### src/rtl/uart_pkg.sv
// uart_pkg: declarations shared by the UART blocks.
//   uart_state_e : receiver/transmitter FSM state encoding
//   DATA_BITS    : number of payload bits per frame
//   majority3    : 2-of-3 vote used to de-noise the sampled line
package uart_pkg;

  typedef enum logic [2:0] {
    IDLE   = 3'd0,
    START  = 3'd1,
    DATA   = 3'd2,
    PARITY = 3'd3,
    STOP   = 3'd4
  } uart_state_e;

  localparam int DATA_BITS = 8;

  function automatic logic majority3(input logic [2:0] v);
    return (v[0] & v[1]) | (v[0] & v[2]) | (v[1] & v[2]);
  endfunction

endpackage

### src/rtl/uart_rx_sampler.sv
// uart_rx_sampler: conditions the asynchronous serial line.
//   clk, reset : clock, synchronous active-high reset
//   rx         : raw asynchronous serial input (idles high)
//   maj        : 2-of-3 majority of the last three synchronised samples
//   fall       : one-cycle strobe on a 1->0 transition of the synchronised line
module uart_rx_sampler
  import uart_pkg::*;
(
  input  logic clk,
  input  logic reset,
  input  logic rx,
  output logic maj,
  output logic fall
);

  logic       sync1_q, sync1_d;
  logic       sync2_q, sync2_d;
  logic [2:0] hist_q,  hist_d;

  always_comb begin
    sync1_d = rx;
    sync2_d = sync1_q;
    hist_d  = {hist_q[1:0], sync2_q};
  end

  // Everything resets to the idle-line level so no false edge follows reset.
  always_ff @(posedge clk) begin
    if (reset) begin
      sync1_q <= 1'b1;
      sync2_q <= 1'b1;
      hist_q  <= 3'b111;
    end else begin
      sync1_q <= sync1_d;
      sync2_q <= sync2_d;
      hist_q  <= hist_d;
    end
  end

  assign maj  = majority3(hist_q);
  // hist_q[0] is the previous synchronised sample.
  assign fall = hist_q[0] & ~sync2_q;

endmodule

### src/rtl/uart_rx.sv
// uart_rx: 8N1 serial receiver with a one-entry holding register.
//   clk, reset  : clock, synchronous active-high reset
//   rx          : asynchronous serial line, idles high
//   data_out    : received byte, stable while data_valid=1
//   data_valid  : holding register full until data_ack
//   data_ack    : consumer takes data_out
//   busy        : a frame is being received
//   frame_err   : 1-cycle pulse, stop bit sampled low
//   parity_err  : 1-cycle pulse, parity mismatch (constant 0 unless parity build)
//   overrun     : 1-cycle pulse, good frame arrived while holding register full
// Build option: define UART_RX_PARITY_EN to add a parity bit before the stop
// bit; PARITY_ODD then selects odd (1) or even (0) parity.
module uart_rx
  import uart_pkg::*;
#(
  parameter int CLKS_PER_BIT = 16,
  parameter bit PARITY_ODD   = 1'b0
) (
  input  logic       clk,
  input  logic       reset,
  input  logic       rx,
  output logic [7:0] data_out,
  output logic       data_valid,
  input  logic       data_ack,
  output logic       busy,
  output logic       frame_err,
  output logic       parity_err,
  output logic       overrun
);

  localparam logic [9:0] CNT_HALF = 10'(CLKS_PER_BIT / 2 - 1);
  localparam logic [9:0] CNT_FULL = 10'(CLKS_PER_BIT - 1);

  logic maj, fall;

  uart_rx_sampler u_sampler (
    .clk   (clk),
    .reset (reset),
    .rx    (rx),
    .maj   (maj),
    .fall  (fall)
  );

  uart_state_e state_q, state_d;
  logic [9:0]  cnt_q, cnt_d;
  logic [2:0]  bit_idx_q, bit_idx_d;
  logic [7:0]  shreg_q, shreg_d;
  logic [7:0]  data_out_q, data_out_d;
  logic        data_valid_q, data_valid_d;
  logic        busy_q, busy_d;
  logic        frame_err_q, frame_err_d;
  logic        overrun_q, overrun_d;
  logic        stop_par_bad;

`ifdef UART_RX_PARITY_EN
  logic par_bad_q, par_bad_d;
  logic parity_err_q, parity_err_d;
  assign stop_par_bad = par_bad_q;
`else
  logic unused_parity_odd;
  assign unused_parity_odd = PARITY_ODD;
  assign stop_par_bad      = 1'b0;
`endif

  always_comb begin
    state_d      = state_q;
    cnt_d        = cnt_q;
    bit_idx_d    = bit_idx_q;
    shreg_d      = shreg_q;
    data_out_d   = data_out_q;
    data_valid_d = data_valid_q;
    frame_err_d  = 1'b0;
    overrun_d    = 1'b0;
`ifdef UART_RX_PARITY_EN
    par_bad_d    = par_bad_q;
    parity_err_d = 1'b0;
`endif

    if (data_ack && data_valid_q) data_valid_d = 1'b0;

    case (state_q)
      IDLE: begin
        cnt_d = '0;
        if (fall) state_d = START;
      end
      // Half-bit wait re-centres all later ticks mid-bit; a high sample here is a glitch.
      START: begin
        if (cnt_q == CNT_HALF) begin
          cnt_d = '0;
          if (!maj) begin
            state_d   = DATA;
            bit_idx_d = '0;
`ifdef UART_RX_PARITY_EN
            par_bad_d = 1'b0;
`endif
          end else begin
            state_d = IDLE;
          end
        end else begin
          cnt_d = cnt_q + 10'd1;
        end
      end
      DATA: begin
        if (cnt_q == CNT_FULL) begin
          cnt_d   = '0;
          shreg_d = {maj, shreg_q[7:1]};
          if (bit_idx_q == 3'(DATA_BITS - 1)) begin
`ifdef UART_RX_PARITY_EN
            state_d = PARITY;
`else
            state_d = STOP;
`endif
          end else begin
            bit_idx_d = bit_idx_q + 3'd1;
          end
        end else begin
          cnt_d = cnt_q + 10'd1;
        end
      end
`ifdef UART_RX_PARITY_EN
      PARITY: begin
        if (cnt_q == CNT_FULL) begin
          cnt_d     = '0;
          par_bad_d = ((^shreg_q) ^ maj) != PARITY_ODD;
          state_d   = STOP;
        end else begin
          cnt_d = cnt_q + 10'd1;
        end
      end
`endif
      STOP: begin
        if (cnt_q == CNT_FULL) begin
          cnt_d   = '0;
          state_d = IDLE;
          if (!maj) begin
            frame_err_d = 1'b1;
          end else if (stop_par_bad) begin
`ifdef UART_RX_PARITY_EN
            parity_err_d = 1'b1;
`endif
          end else if (!data_valid_q || data_ack) begin
            data_out_d   = shreg_q;
            data_valid_d = 1'b1;
          end else begin
            overrun_d = 1'b1;
          end
        end else begin
          cnt_d = cnt_q + 10'd1;
        end
      end
      default: state_d = IDLE;
    endcase

    busy_d = (state_d != IDLE);
  end

  always_ff @(posedge clk) begin
    if (reset) begin
      state_q      <= IDLE;
      cnt_q        <= '0;
      bit_idx_q    <= '0;
      shreg_q      <= '0;
      data_out_q   <= '0;
      data_valid_q <= 1'b0;
      busy_q       <= 1'b0;
      frame_err_q  <= 1'b0;
      overrun_q    <= 1'b0;
`ifdef UART_RX_PARITY_EN
      par_bad_q    <= 1'b0;
      parity_err_q <= 1'b0;
`endif
    end else begin
      state_q      <= state_d;
      cnt_q        <= cnt_d;
      bit_idx_q    <= bit_idx_d;
      shreg_q      <= shreg_d;
      data_out_q   <= data_out_d;
      data_valid_q <= data_valid_d;
      busy_q       <= busy_d;
      frame_err_q  <= frame_err_d;
      overrun_q    <= overrun_d;
`ifdef UART_RX_PARITY_EN
      par_bad_q    <= par_bad_d;
      parity_err_q <= parity_err_d;
`endif
    end
  end

  assign data_out   = data_out_q;
  assign data_valid = data_valid_q;
  assign busy       = busy_q;
  assign frame_err  = frame_err_q;
  assign overrun    = overrun_q;
`ifdef UART_RX_PARITY_EN
  assign parity_err = parity_err_q;
`else
  assign parity_err = 1'b0;
`endif

endmodule
### config.mk
export PLATFORM = sky130hd
export DESIGN_NAME = uart_rx
export DESIGN_NICKNAME = d
export VERILOG_FILES = /design/src/rtl/uart_pkg.sv /design/src/rtl/uart_rx_sampler.sv /design/src/rtl/uart_rx.sv
export SDC_FILE = /design/constraint.sdc
export NUM_CORES = 1
export LEC_CHECK = 0
export CAP_MARGIN = 20
export CELL_PAD_IN_SITES_DETAIL_PLACEMENT = 0
export CELL_PAD_IN_SITES_GLOBAL_PLACEMENT = 1
export CORE_AREA = 2 2 75 77
export CTS_BUF_LIST = sky130_fd_sc_hd__clkbuf_2 sky130_fd_sc_hd__clkbuf_4 sky130_fd_sc_hd__clkbuf_8
export DETAILED_ROUTE_END_ITERATION = 12
export DIE_AREA = 0 0 77 79
export GPL_TIMING_DRIVEN = 0
export PLACE_DENSITY_LB_ADDON = 0.1
export RECOVER_POWER = 100
export SLEW_MARGIN = 10
export SYNTH_ARGS = -nofsm -noshare
export SYNTH_HDL_FRONTEND = slang
export SYNTH_HIERARCHICAL = 1
export SYNTH_SLANG_ARGS = --single-unit
### constraint.sdc
create_clock -name clk -period 5.8 [get_ports clk]
set_input_delay 1.16 -clock clk [delete_from_list [all_inputs] [get_ports clk]]
set_output_delay 1.16 -clock clk [all_outputs]
set_load 0.01 [all_outputs]
After elaboration in Yosys (flattened, before gate mapping). Index checks and enable logic that the tools add are counted.

Add/subtract/negate cells: 2. Equality and inequality tests: 10. Muxes and demuxes: 22. Bitwise gates (word level): 10. Reduce and logical (&&, ||, !) cells: 13.

Operators by type and width (count): 10-bit case mux with 3 select lines (1); 3-bit two-way mux (9); 10-bit two-way mux (2); 3-bit case mux with 4 select lines (1); 10-bit by 1-bit adder with 10-bit output (second input constant) (1); 10-bit by 3-bit == test with 1-bit output (second input constant) (1); 10-bit by 4-bit == test with 1-bit output (second input constant) (1); 2-bit != test (second input constant) (4); 1-bit two-way mux (7); 3-bit == test (second input constant) (2); 3-bit case mux with 2 select lines (1); 3-bit nonzero test (2); 5-bit AND reduction (1); 1-bit AND (4); 1-bit NOT (4); 4-bit AND reduction (1); 4-bit OR reduction (1); 3-bit by 1-bit adder with 3-bit output (second input constant) (1); 3-bit by 1-bit == test with 1-bit output (second input constant) (1); 3-bit by 2-bit == test with 1-bit output (second input constant) (1); 3-bit logical NOT (1); 3-bit OR reduction (1); 2-bit two-way mux (1); 1-bit bitwise OR (2); other kinds (6) (6).

Register bits: 41. Input port bits: 4. Output and inout port bits: 13. Word-level logic and storage cells: 69.

Longest topological paths before layout. Gate-level depths: netlist of the first run.

Depth after elaboration: 7. Mapped depth: 7. Mapped depth without buffers: 6.

Hierarchy. Netlist of the first run, hierarchy kept.

By module, submodules not included: uart_rx (instances 1, cells each 195, area an instance 1642.8 um2, seq. area each 720.7 um2); uart_rx_sampler (instances 1, cells each 12, area an instance 148.9 um2, seq. area each 100.1 um2).

Worst setup path before layout of the first run. Ideal clock, no wire load.

Path type: register to register. Start: register state_q[2]. End: register data_out_q[2] (netlist: data_out[2]). Library setup time: 0.128 ns. Data arrival time: 1.841 ns. Data required time: 5.672 ns. Setup slack: 3.832 ns. Stages on the path, launching flop included: 8. Path buffers: 2. Clock period less this slack: 1.968 ns. Cell sequence: dfxtp_1 -> buf_2 -> or4bb_1 -> or4_4 -> nor2b_2 -> buf_6 -> mux2i_1 -> nor2_1.

Longest elaborated chain between the ends: 2.

RTL lines: start, declared (line uart_rx.sv:44) `uart_state_e state_q, state_d;`; start signal, assigned (line uart_rx.sv:173) `state_q <= state_d;`; 3-bit == test (line uart_rx.sv:81) `case (state_q)`; 4-bit AND reduction (no source line); end signal, assigned (line uart_rx.sv:177) `data_out_q <= data_out_d;`; end, declared (line uart_rx.sv:48) `logic [7:0] data_out_q, data_out_d;`.

Every way passes these cells. A chain may end at the register's enable or synchronous reset.

Worst setup path in the final report of the first run.
Start: input port reset. End: register data_out_q[2] (netlist: data_out[2]).

RTL lines: start, declared (line uart_rx.sv:20) `input logic reset,`.

No word-level cell between the ends.

==> metrics list, run 1 <==
- Result of the run: finished clean
* Final Hold Vio Count: 0
* Maximum number of pins on one net before global-route repair: 13
* Max Transition Viols Final: 0
- After the first detailed-routing iteration, the DRC count stood at 70.
* Upper clock frequency limit: between 0.3 and 0.4 GHz
- Among all flip-flop cells after synthesis, the most frequent one is sky130_fd_sc_hd__dfxtp_1.
- Portion of the post-synthesis area used by sequential elements: a little under half
- Antenna violation net count after detailed routing: 0
- Number of cells traversed by the worst register-to-register path: 7
* GRT Util Overall: between 10 and 15%
- Number of instances on the worst hold path: 1
* FF+latch area: 821 sq um
* Number of antenna cells inserted: 0
- Die Span Y: 79 microns
- Total iterations of the first detailed-routing run: 4
- Startpoint type of the worst setup path: input pin
- The filler cells instantiated in the layout total 573.
* Number of buffer cells added on primary ports: 15
- Number of clock sinks seen by CTS: about 40
- Footprint of the multi-input gates: 908 sq um
- Maximum vdd ir drop: 0.147 mV
* Cells after Synth: 207
- Final global-route overflow total: 0
- TritonCTS built the clock tree.
- Compared with the post-synthesis result, the final layout area differs by 18.2%.
- CTS HTree Levels: 2
* Count of yosys warnings during synthesis: 6
* LEAKAGE: slightly below 0.8 nW
* Final Skew: 0.00404 ns
* Core box area: 5340 sq um
* Worst slew margin: 61.3%
* Clock tree buffer depth: 2
- Mean area per synthesized cell: around 8.7 sq um
- Power per Cell Area: 233 nW/um^2
- Using the TritonRoute via totals, the vias-per-cell ratio works out to ~5.0.
- Proportion of register bits with asynchronous set or reset after synthesis: 0%
* Quantity of hold-fixing buffers added after cts: 0
- STA classifies the critical path endpoint as a register.
- Start-to-end type of the worst setup path: in2reg
- Count of final setup violators: 0
- Most frequent cells in the layout: sky130_fd_sc_hd__dfxtp_1 (41), sky130_fd_sc_hd__nand2_1 (24), sky130_fd_sc_hd__nor2_1 (21), sky130_fd_sc_hd__nand3_1 (18)
- The number of antenna violations at the first check in global routing was 0.
* Leading cell types by total area after synthesis: sky130_fd_sc_hd__dfxtp_1 (46%), sky130_fd_sc_hd__mux2i_1 (5.6%), sky130_fd_sc_hd__nand3_1 (5.0%), sky130_fd_sc_hd__nand2_1 (5.0%), sky130_fd_sc_hd__nor2_1 (4.4%)
- Along the worst path, the maximum fanout reaches 10.
* Cell at the root of the clock tree: sky130_fd_sc_hd__clkbuf_8
- In this run, synthesis inferred 0 flip-flops with an integrated enable.
- Wires add up to 3960 microns.
* Final TNS setup: 0 ns
- In the routed design, unresolved DRC markers number 0.
- Wire length of the first global-routing pass: 6760 microns
- Setup repair bufs after CTS: 0
- Number of global-route vias before repair: 1,400
- Overall power consumption after layout is estimated at 0.494 mW.
- Summed over all nets, the half-perimeter wirelength after detailed placement is roughly 2900 microns.
* Post-detailed-route wirelength per cell: 13.1 microns
- Arrival time of data at the critical path endpoint: 2.84 ns
- GPL Wtd Cong: 0.844
- Layout cell share with drive strength beyond 1: 8.26%
* Net count after synthesis: ~210
* Latest clock arrival within the worst-skew pair: 0.29 ns
- Most common cell after layout, fill and taps aside: sky130_fd_sc_hd__dfxtp_1
* Horiz. Die Dim: 77 microns
* Cells resized by post-CTS repair: 0
- In the finished design, the share of the clock period the worst path needs comes to around 46%.
- Standard-cell rows: 27
- Starting density of the core: 33.6%
- Buffers inserted during clock tree synthesis total 5.
- Counting flops and latches in the post-synthesis netlist gives 41.
- Die area: 6080 sq um
- The cell area that synthesis handed to floorplanning was 1790 sq um.
* Max-capacitance violation count: 0
- Unrepaired setup endpoints after global routing: no
- Pin slew with the least headroom to its limit: 0.578 ns
- Yosys mapped the design onto 45 distinct sky130hd cell types.
- The routed layout has ~1.5k vias.
- IO Pins: 17
- The path class of the tightest hold or removal check is reg2reg.
- Clock-pin slew on the worst setup and hold paths: 0.08 ns
- Cell taking the most area after synthesis: sky130_fd_sc_hd__dfxtp_1
* CP Data Required Time: 5.97 ns
- The worst path needs 2.67 ns of the cycle, external delays included.
- Summed over its instances, the top area cell type makes up 45.8% of the synthesized netlist area.
- Total Nets Final: 236
==> cells in the mapped netlist, types with 2 or more instances <==
cell                       instances
sky130_fd_sc_hd__o21ai_0           5
sky130_fd_sc_hd__ha_1              3
sky130_fd_sc_hd__nand3_1          18
sky130_fd_sc_hd__and3_2            2
sky130_fd_sc_hd__a21oi_1          13
sky130_fd_sc_hd__or4_4             2
sky130_fd_sc_hd__nor2_1           21
sky130_fd_sc_hd__clkbuf_1          6
sky130_fd_sc_hd__buf_2             2
sky130_fd_sc_hd__nor3_1            5
sky130_fd_sc_hd__and2_1            4
sky130_fd_sc_hd__dfxtp_1          41
sky130_fd_sc_hd__nand3b_1          4
sky130_fd_sc_hd__or2_1             5
sky130_fd_sc_hd__nand2b_1          3
sky130_fd_sc_hd__o211ai_1          2
sky130_fd_sc_hd__a31oi_1           9
sky130_fd_sc_hd__mux2i_1          10
sky130_fd_sc_hd__and3_1            3
sky130_fd_sc_hd__nand2_1          24
==> kinds of logic (layout without fill, tap and decap cells) <==
group	Yosys count	in the layout	share of synthesized area, %
other cells	1	1	0.209
simple gates	101	101	29.3
xor+xnor	2	2	0.978
compound gates	36	36	12.2
flops	41	41	45.8
mux	10	10	5.59
buf+inv	12	35	3.28
fa+ha+maj	4	4	2.72
==> critical path, stage by stage <==
cell	delay [ns]
sky130_fd_sc_hd__dlygate4sd3_1	0.67
sky130_fd_sc_hd__clkbuf_1	0.43
sky130_fd_sc_hd__clkbuf_1	0.47
sky130_fd_sc_hd__nor2_1	0.10
==> metrics by stage <==
| step | hold slack (ns) | cell area (sq um) | std cells | utilization [%] | setup slack, ns |
|---|---|---|---|---|---|
| global placement | 0.385 | 2030 | 294 | 38.1 | 2.87 |
| detailed placement | 0.400 | 2030 | 294 | 38.1 | 2.87 |
| finish | 0.412 | 2120 | 302 | 39.7 | 3.13 |
| global route | 0.429 | 2120 | 302 | 39.7 | 2.88 |
| floorplan | 0.383 | 1790 | 207 | - | 3.83 |
| CTS | 0.420 | 2120 | 302 | 39.8 | 3.18 |
==> final timing paths <==
check / start / to / slack (ns)
setup / recovery: reset / data_out[2]$_SDFFE_PP0P_ / 3.13
hold / removal: u_sampler/sync1_q$_SDFF_PP1_ / u_sampler/sync2_q$_SDFF_PP1_ / 0.41
setup reg to reg: cnt_q[0]$_SDFFE_PP0P_ / cnt_q[6]$_SDFFE_PP0P_ / 3.50
hold reg to reg: u_sampler/sync1_q$_SDFF_PP1_ / u_sampler/sync2_q$_SDFF_PP1_ / 0.41
==> flip-flops by register name, indices dropped and copies added, names as in the netlist <==
name               count
bit_idx_q              3
busy                   1
cnt_q                 10
data_out               8
data_valid             1
frame_err              1
overrun                1
shreg_q                8
state_q                3
u_sampler/hist_q       3
u_sampler/sync1_q      1
u_sampler/sync2_q      1
==> cell type report <==
class / count / share of cell area, %
inverters: 2 / 0.354
well taps: 72 / 4.25
clock inverters: 1 / 0.354
flip-flops and latches: 41 / 38.7
clock buffers: 7 / 3.96
multi-input cells: 154 / 42.9
repair buffers: 15 / 7.09
plain buffers: 10 / 2.36
==> report_power, final <==
| part | internal [mW] | leakage, nW | switching, mW |
|---|---|---|---|
| clock network | 0.0945 | 0.0453 | 0.0981 |
| registers | 0.283 | 0.331 | 0.00110 |
| logic | 0.00617 | 0.402 | 0.0111 |
==> per-layer routing <==
layer | GRT usage, % | vias up | wire [microns] | part of all wire (%)
li1 | - | 778 | - | -
met1 | 18.4 | 705 | 1920 | 48
met2 | 21.8 | 33 | 1820 | 46
met3 | 4.09 | 6 | 154 | 3.9
met4 | 5.18 | 0 | 63 | 1.6
met5 | 0 | - | 0 | 0
(Power assumes the default switching activity.)
==> run 2, diff against run 1 <==
clock period = 2.5 ns   (was 5.8 ns; I/O delays follow)
==> run 2 against run 1 <==
Die area did not move. Total power rose by 130%. Clock skew is 0.0012 ns higher. Worst setup slack worse by 2.9 ns. Critical path depth rose by 2. Non-clock buffer count rose by 3. Worst hold slack stayed put. Core utilization grew 0.23 points. Register-to-register slack got worse by 3.2 ns. Design area increased by 0.59%.
==> metrics list, run 2 (synthesis results as in run 1) <==
- Along the worst path, the maximum fanout reaches 8.
* Start-to-end type of the worst setup path: reg2reg
* Die Span Y: 79 microns
- Clock tree from TritonCTS: built
- Number of buffer cells added on primary ports: 15
* Maximum vdd ir drop: 0.339 mV
- The number of buffers and inverters on the critical path is 1.
- Across every metal layer, demand over resource in global routing totals 14.0%.
- Number of DRC markers after the initial detailed-route iteration: 71
- Fin cells: 305
- Between clock sinks in the finished design, the worst skew comes to 0.00519 ns.
- Final-layout fill cell count: ~580
- Leaving out fill and tap cells, the most frequent cell in the layout is sky130_fd_sc_hd__dfxtp_1.
- Footprint of the multi-input gates: slightly above 900 sq um
* Final global-route overflow total: 0
* Cell family with most CP delay: simple AND/OR/NAND/NOR gates
- For the final routed database, the setup TNS stands at 0 ns.
- Vias after detailed routing: about 1.5k
- Final core occ: 39.9%
- Max-capacitance violation count: 0
- Clock tree buffer depth: 2
* Worst hold path type: reg2reg
* Reg with most FFs: cnt_q
- Most frequent cells in the layout: sky130_fd_sc_hd__dfxtp_1 (41), sky130_fd_sc_hd__nand2_1 (24), sky130_fd_sc_hd__nor2_1 (21), sky130_fd_sc_hd__nand3_1 (18)
* Area growth from synthesis to final layout: 18.9%
* Placed Instances: 294
- IO Pins: 17
- Setup repair after global routing left no endpoint under its margin.
* TritonCTS buffer count: 5
- The count of nets left with antenna violations once routing finished came out at 0.
- The H-tree generated during clock tree synthesis spans 2 levels.
* Maximum number of pins on one net before global-route repair: 13
- Counting I/O delays and the setup requirement, the final critical path takes 2.25 ns.
- For this block, the routed nets add up to 4000 microns of wire.
- Peak per-stage delay on the critical path: 0.60 ns
* Final Hold Vio Count: 0
- In the final design database the tool counted around 240 nets.
* Drc violations: 0
- The worst setup path is launched from a register.
- Clock-pin slew on the worst setup and hold paths: 0.08 ns
- The slowest stage of the critical path belongs to the cell sky130_fd_sc_hd__or4_1.
* Pin slew with the least headroom to its limit: 0.534 ns
* Number of clock sinks seen by CTS: approximately 40
- From left edge to right edge, the die measures 77 microns.
- In this design, the critical path's most frequently occurring cell is sky130_fd_sc_hd__or4_1.
* Layout cell share with drive strength beyond 1: 8.58%
- Antenna violations before repair: 0
* Number of global-route vias before repair: 1,400
* Wire length of the first global-routing pass: about 6800 microns
* Final HPWL from detailed placement: roughly 2900 microns
- Core box area: 5340 sq um
- The critical path goes through or4_1, or4_1, nor2b_2, buf_6, mux2i_1, nor2_1.
- Number of flip-flops in the largest register: 10
* Die area: 6080 sq um
* Count of final setup violators: 0
* Critical Path End Type: register
* Starting density of the core: 33.6%
- Number of antenna cells inserted: 0
* Via-to-Cell Ratio: around 5
* Worst slew margin: 64.4%
* LEAKAGE: 0.789 nW
- The pre-antenna-repair detailed-routing pass consisted of 4 iterations.
- Dividing total power by cell area gives a power density of 540 nW/um^2.
- The max-slew violation count was 0.
- Latest clock arrival within the worst-skew pair: around 0.29 ns
- Cell at the root of the clock tree: sky130_fd_sc_hd__clkbuf_8
* CP Data Required Time: 2.67 ns
* Arrival time of data at the critical path endpoint: 2.42 ns
- Post-detailed-route wirelength per cell: 13.1 microns
* FF+latch area: 821 sq um
- Result of the run: finished clean
- Upper clock frequency limit: 0.445 GHz
- The number of gates resized after CTS was 0.
- Row generation in the floorplan step produced 27 rows.
- After layout, the worst path uses ~90% of the clock period.
- GPL Wtd Cong: about 0.84
## run 2: changes by cell type in the layout (fill, tap and decap cells not counted)
cell                       before  now
sky130_fd_sc_hd__buf_4          1    2
sky130_fd_sc_hd__clkbuf_1       7    8
sky130_fd_sc_hd__or4_1          2    3
sky130_fd_sc_hd__or4_4          1    0
sky130_fd_sc_hd__buf_2          1    2
## run 2: layout make-up
class | instances | area share, %
Multi-Input combinational cell | 154 | 42.5
Sequential cell | 41 | 38.5
Timing Repair Buffer | 18 | 7.75
Tap cell | 72 | 4.23
Clock buffer | 7 | 3.93
Buffer | 10 | 2.41
Clock inverter | 1 | 0.352
Inverter | 2 | 0.352
## run 2: worst reg2reg max path, stage by stage, from the launching register on
cell,delay [ns]
sky130_fd_sc_hd__dfxtp_1,0.35
sky130_fd_sc_hd__or4_1,0.58
sky130_fd_sc_hd__or4_1,0.60
sky130_fd_sc_hd__nor2b_2,0.16
sky130_fd_sc_hd__buf_6,0.17
sky130_fd_sc_hd__mux2i_1,0.22
sky130_fd_sc_hd__nor2_1,0.05
## run 2: timing repair
item / CTS / global route
hold buffers: 0 / 0
setup buffers: 0 / 3
setup endpoints to repair: 0 / 3
## run 2: final timing paths
kind	from	end	slack [ns]	cells after the start
worst max-delay path	cnt_q[4]$_SDFFE_PP0P_	data_out[3]$_SDFFE_PP0P_	0.25	6
worst min-delay path	u_sampler/sync1_q$_SDFF_PP1_	u_sampler/sync2_q$_SDFF_PP1_	0.41	1
worst max register to register	cnt_q[4]$_SDFFE_PP0P_	data_out[3]$_SDFFE_PP0P_	0.25	6
worst min register to register	u_sampler/sync1_q$_SDFF_PP1_	u_sampler/sync2_q$_SDFF_PP1_	0.41	1
## run 2: where the power goes
group / leakage (nW) / internal (mW) / switching [mW]
clock: 0.0453 / 0.219 / 0.228
sequential: 0.331 / 0.657 / 0.00254
combinational: 0.412 / 0.0161 / 0.0266
## run 2: metal layers
layer	track usage [%]	vias up	wire [microns]
met4	5.18	0	63
met2	21.8	36	1850
li1	-	787	-
met1	18.4	702	1920
met5	0	-	0
met3	4.09	6	162
## run 2: through the flow
| step | area (sq um) | hold slack, ns | worst slack (ns) | power (mW) |
|---|---|---|---|---|
| finish | 2130 | 0.412 | 0.252 | 1.15 |
| global route | 2130 | 0.429 | 0.129 | 1.20 |
| CTS | 2120 | 0.420 | 0.280 | 1.16 |
| detailed placement | 2030 | 0.400 | 0.226 | 0.717 |
| global placement | 2030 | 0.385 | 0.227 | 0.716 |
| floorplan | 1790 | 0.383 | 0.532 | 0.700 |
==> run 3, diff against run 2 <==
CORE_AREA = 2 2 76 78   (was 2 2 75 77)
DIE_AREA = 0 0 78 80   (was 0 0 77 79)
HOLD_SLACK_MARGIN = 0.03   (was not set)
SYNTH_HIERARCHICAL = not set   (was 1)
==> run 3 against run 2 <==
First-iteration DRC count is 14% higher. Die area rose by 2.6%. Design area is 0.18% lower.
==> metrics list, run 3 <==
* Number of antenna cells inserted: 0
* Die area: 6240 sq um
- The library cells used most frequently in the layout, excluding fill and tap cells, are sky130_fd_sc_hd__dfxtp_1 (41), sky130_fd_sc_hd__nor2_1 (25), sky130_fd_sc_hd__mux2i_1 (20), sky130_fd_sc_hd__dlygate4sd3_1 (12), sky130_fd_sc_hd__nand2_1 (10).
- The count of nets left with antenna violations once routing finished came out at 0.
- Excluding fillers, the count of instances in the completed layout stands at 287.
- Clock tree synthesis selected as its root buffer the cell sky130_fd_sc_hd__clkbuf_8.
- STA classifies the critical path startpoint as a register.
- Die Span Y: 80 microns
* Standard-cell rows: 27
- Count of yosys warnings during synthesis: 0
- Total iterations of the first detailed-routing run: 4
- Placed Area: 2050 sq um
- Setup violations remaining at the end of the flow were counted as 0.
- Summing over every cut layer, the via total after detailed routing is 1,430.
- Entering global routing, the biggest net connects 14 pins.
- Per report_power, the clock group accounts for 38.7% of the total.
- Proportion of register bits with asynchronous set or reset after synthesis: 0%
- Internal power comes to 0.881 mW.
- By startpoint and endpoint, the worst setup path is classified as reg2reg.
- After clock tree synthesis, the clock-pin slew on the worst setup and hold paths is roughly 0.080 ns.
- Final Hold Vio Count: 0
* Proportion of power drawn by flip-flops and latches: around 58%
- Final global-route overflow total: 0
- Placed Instances: around 280
* Arrival time of data at the critical path endpoint: 2.42 ns
- Result of the run: finished clean
- Max-capacitance violation count: 0
- The worst path in the final design needs a cycle of 2.25 ns, including I/O delays and setup.
* Worst slew margin: roughly three fifths
- Number of buffer cells added on primary ports: 14
- Number of global-route vias before repair: 1,408
- Count of cell types in the netlist: 45
* Cells resized by post-CTS repair: 0
- The worst-case IR drop observed on VDD is 0.245 mV.
* GPL Wtd Cong: 0.858
- Count of buffering cells on the critical path with inverters included: 0
- Leading cell types by total area after synthesis: sky130_fd_sc_hd__dfxtp_1 (45%), sky130_fd_sc_hd__mux2i_1 (11%), sky130_fd_sc_hd__nor2_1 (5.2%), sky130_fd_sc_hd__a31oi_1 (2.8%), sky130_fd_sc_hd__ha_1 (2.1%)
- For this block, wires on met1 add up to 1770 microns.
- Total Nets Final: 221
- Final std cell area, no fill: 2130 sq um
- Met2 routed WL: 1850 microns
* Drc violations: 0
- Clock tree buffer depth: 2
- Number of clock sinks seen by CTS: 41
- The clock tree synthesis step divided the H-tree into 2 levels.
* Highest metal layer with signal wires: met4
* Portion of the post-synthesis area used by sequential elements: around 45%
* Post-synth top cells: sky130_fd_sc_hd__dfxtp_1 (41), sky130_fd_sc_hd__nor2_1 (25), sky130_fd_sc_hd__mux2i_1 (20)
* Worst hold path type: reg2reg
- Dividing total power by cell area gives a power density of 536 nW/um^2.
- The largest individual stage delay along the critical path comes from the cell sky130_fd_sc_hd__or4_1.
- Starting density of the core: 33.6%
* Number of synthesized flops with an enable pin: 0
* Switching power: 0.259 mW
- 17 I/O pins were placed.
* Final Skew: ~0.0066 ns
- Setup repair bufs after CTS: 0
- After layout, the design draws a total of roughly 1.1 mW.
- For the pin with the worst max-slew slack, the measured transition is a little under 0.6 ns.
* Post-detailed-route wirelength per cell: 13.4 microns
- The number of antenna violations at the first check in global routing is 0.
- A synthesized cell averages 9.41 sq um.
- Final core occ: 39.4%
- When the netlist entered floorplanning its net count stood at 200.
* Peak per-stage delay on the critical path: 0.59 ns
- After the first detailed-routing iteration, the DRC count stood at 81.
- The max-slew violation count came to 0.
- TritonCTS buffer count: 5
- Worst hold slack after final layout: between 0.4 and 0.5 ns
- Wire length of the first global-routing pass: ~6500 microns
- Upper clock frequency limit: 0.444 GHz
- More flip-flops sit in one register than any other, and that register is cnt_q.
- Synthesis handed over a netlist of 193 instances.
- Via-to-Cell Ratio: 4.98
* Worst-path maximum fanout: 8
- Area growth from synthesis to final layout: 17.2%
- Most common cell after layout, fill and taps aside: sky130_fd_sc_hd__dfxtp_1
* Worst slack at placement: 0.375 ns
- TritonCTS built the clock tree.
* Quantity of hold-fixing buffers added after cts: 0
* Sum of met3 wire segment lengths after detailed routing: 157 microns
- LEAKAGE: 0.908 nW
- Final cycle utilization of the critical path: 90.1%
* Cell family with most CP delay: simple AND/OR/NAND/NOR gates
- Area fraction of the dominant cell type after synthesis: 45.2%
- The register with the most flip-flops in the layout has 10 of them.
- Horiz. Die Dim: 78 microns
- Sum of routed wire length over all layers: 3860 microns
- Layout cell share with drive strength beyond 1: between 10% and 20%
- Critical Path End Type: register
- At the later pin of the worst-skew pair, clock insertion delay measures a little under 0.3 ns.
- Switching fraction of total power: 22.7%
- The cell area that synthesis handed to floorplanning was 1820 sq um.
* Prevailing post-synth register cell: sky130_fd_sc_hd__dfxtp_1
- Data on the critical path is required at its endpoint by 2.67 ns.
* Final HPWL from detailed placement: between 2000 and 3000 microns
* Cell taking the most area after synthesis: sky130_fd_sc_hd__dfxtp_1
- The most common cell in the synthesized netlist is sky130_fd_sc_hd__dfxtp_1.
* Cell Chain, Critical Path: or4_1, nor3_1, nand3_2, mux2i_1, nor2_1
- The region available for standard cell placement spans 5410 sq um.
- Across every metal layer, demand over resource in global routing totals 13.3%.
- Unrepaired setup endpoints after global routing: no
- Adding up every negative setup slack in the final design gives 0 ns.
- In the post-route analysis, the smallest setup slack over all paths is roughly 0.25 ns.
- Comb pwr share: 3.3%
* Post-synthesis sequential element count: 41
[run 3: cell families (layout without fill, tap and decap cells)]
group	after synthesis	count (layout)	synth area share, %
AO/OA/AOI/OAI	31	31	10.9
buffers and inverters	14	36	3.93
flip-flops	41	41	45.2
other	1	1	0.207
adder cells (fa/ha/maj)	5	5	3.17
AND/OR/NAND/NOR	78	78	24.1
multiplexers	20	20	11.0
XOR/XNOR	3	3	1.45
[run 3: metal layers]
| layer | global-route usage [%] | vias to the layer above |
|---|---|---|
| met5 | 0 | - |
| met4 | 6.49 | 0 |
| met3 | 3.62 | 10 |
| met2 | 22.6 | 27 |
| met1 | 15.4 | 666 |
| li1 | - | 727 |
[run 3: cell type report]
| class | instances | area, sq um |
|---|---|---|
| inverter | 3 | 11.3 |
| sequential | 41 | 821 |
| buffer | 11 | 58.8 |
| multi-input combinational | 138 | 915 |
| clock inverter | 2 | 15.0 |
| clock buffer | 6 | 76.3 |
| timing repair buffer | 14 | 140 |
| tap | 72 | 90.1 |
| fill | 554 | 3280 |
[run 3: path summary, 6_finish.rpt]
path / from / to / slack (ns) / cells past startpoint
worst max register to register: cnt_q[4]$_SDFFE_PP0P_ / shreg_q[3]$_SDFFE_PP0P_ / 0.25 / 5
worst min register to register: u_sampler.sync1_q$_SDFF_PP1_ / u_sampler.sync2_q$_SDFF_PP1_ / 0.41 / 1
worst min-delay path: u_sampler.sync1_q$_SDFF_PP1_ / u_sampler.sync2_q$_SDFF_PP1_ / 0.41 / 1
worst max-delay path: cnt_q[4]$_SDFFE_PP0P_ / shreg_q[3]$_SDFFE_PP0P_ / 0.25 / 5
[run 3: worst register-to-register path, cell delays in order (launching register included)]
cell	delay, ns
sky130_fd_sc_hd__dfxtp_1	0.37
sky130_fd_sc_hd__or4_1	0.59
sky130_fd_sc_hd__nor3_1	0.47
sky130_fd_sc_hd__nand3_2	0.39
sky130_fd_sc_hd__mux2i_1	0.27
sky130_fd_sc_hd__nor2_1	0.05
[run 3: power by group through the flow]
stage	Clock (mW)	Combinational, mW	Sequential (mW)
after floorplan	0	0.0266	0.676
after global placement	0	0.0384	0.676
after detailed placement	0	0.0389	0.676
after CTS	0.460	0.0391	0.661
after global routing	0.496	0.0417	0.662
final	0.442	0.0382	0.661
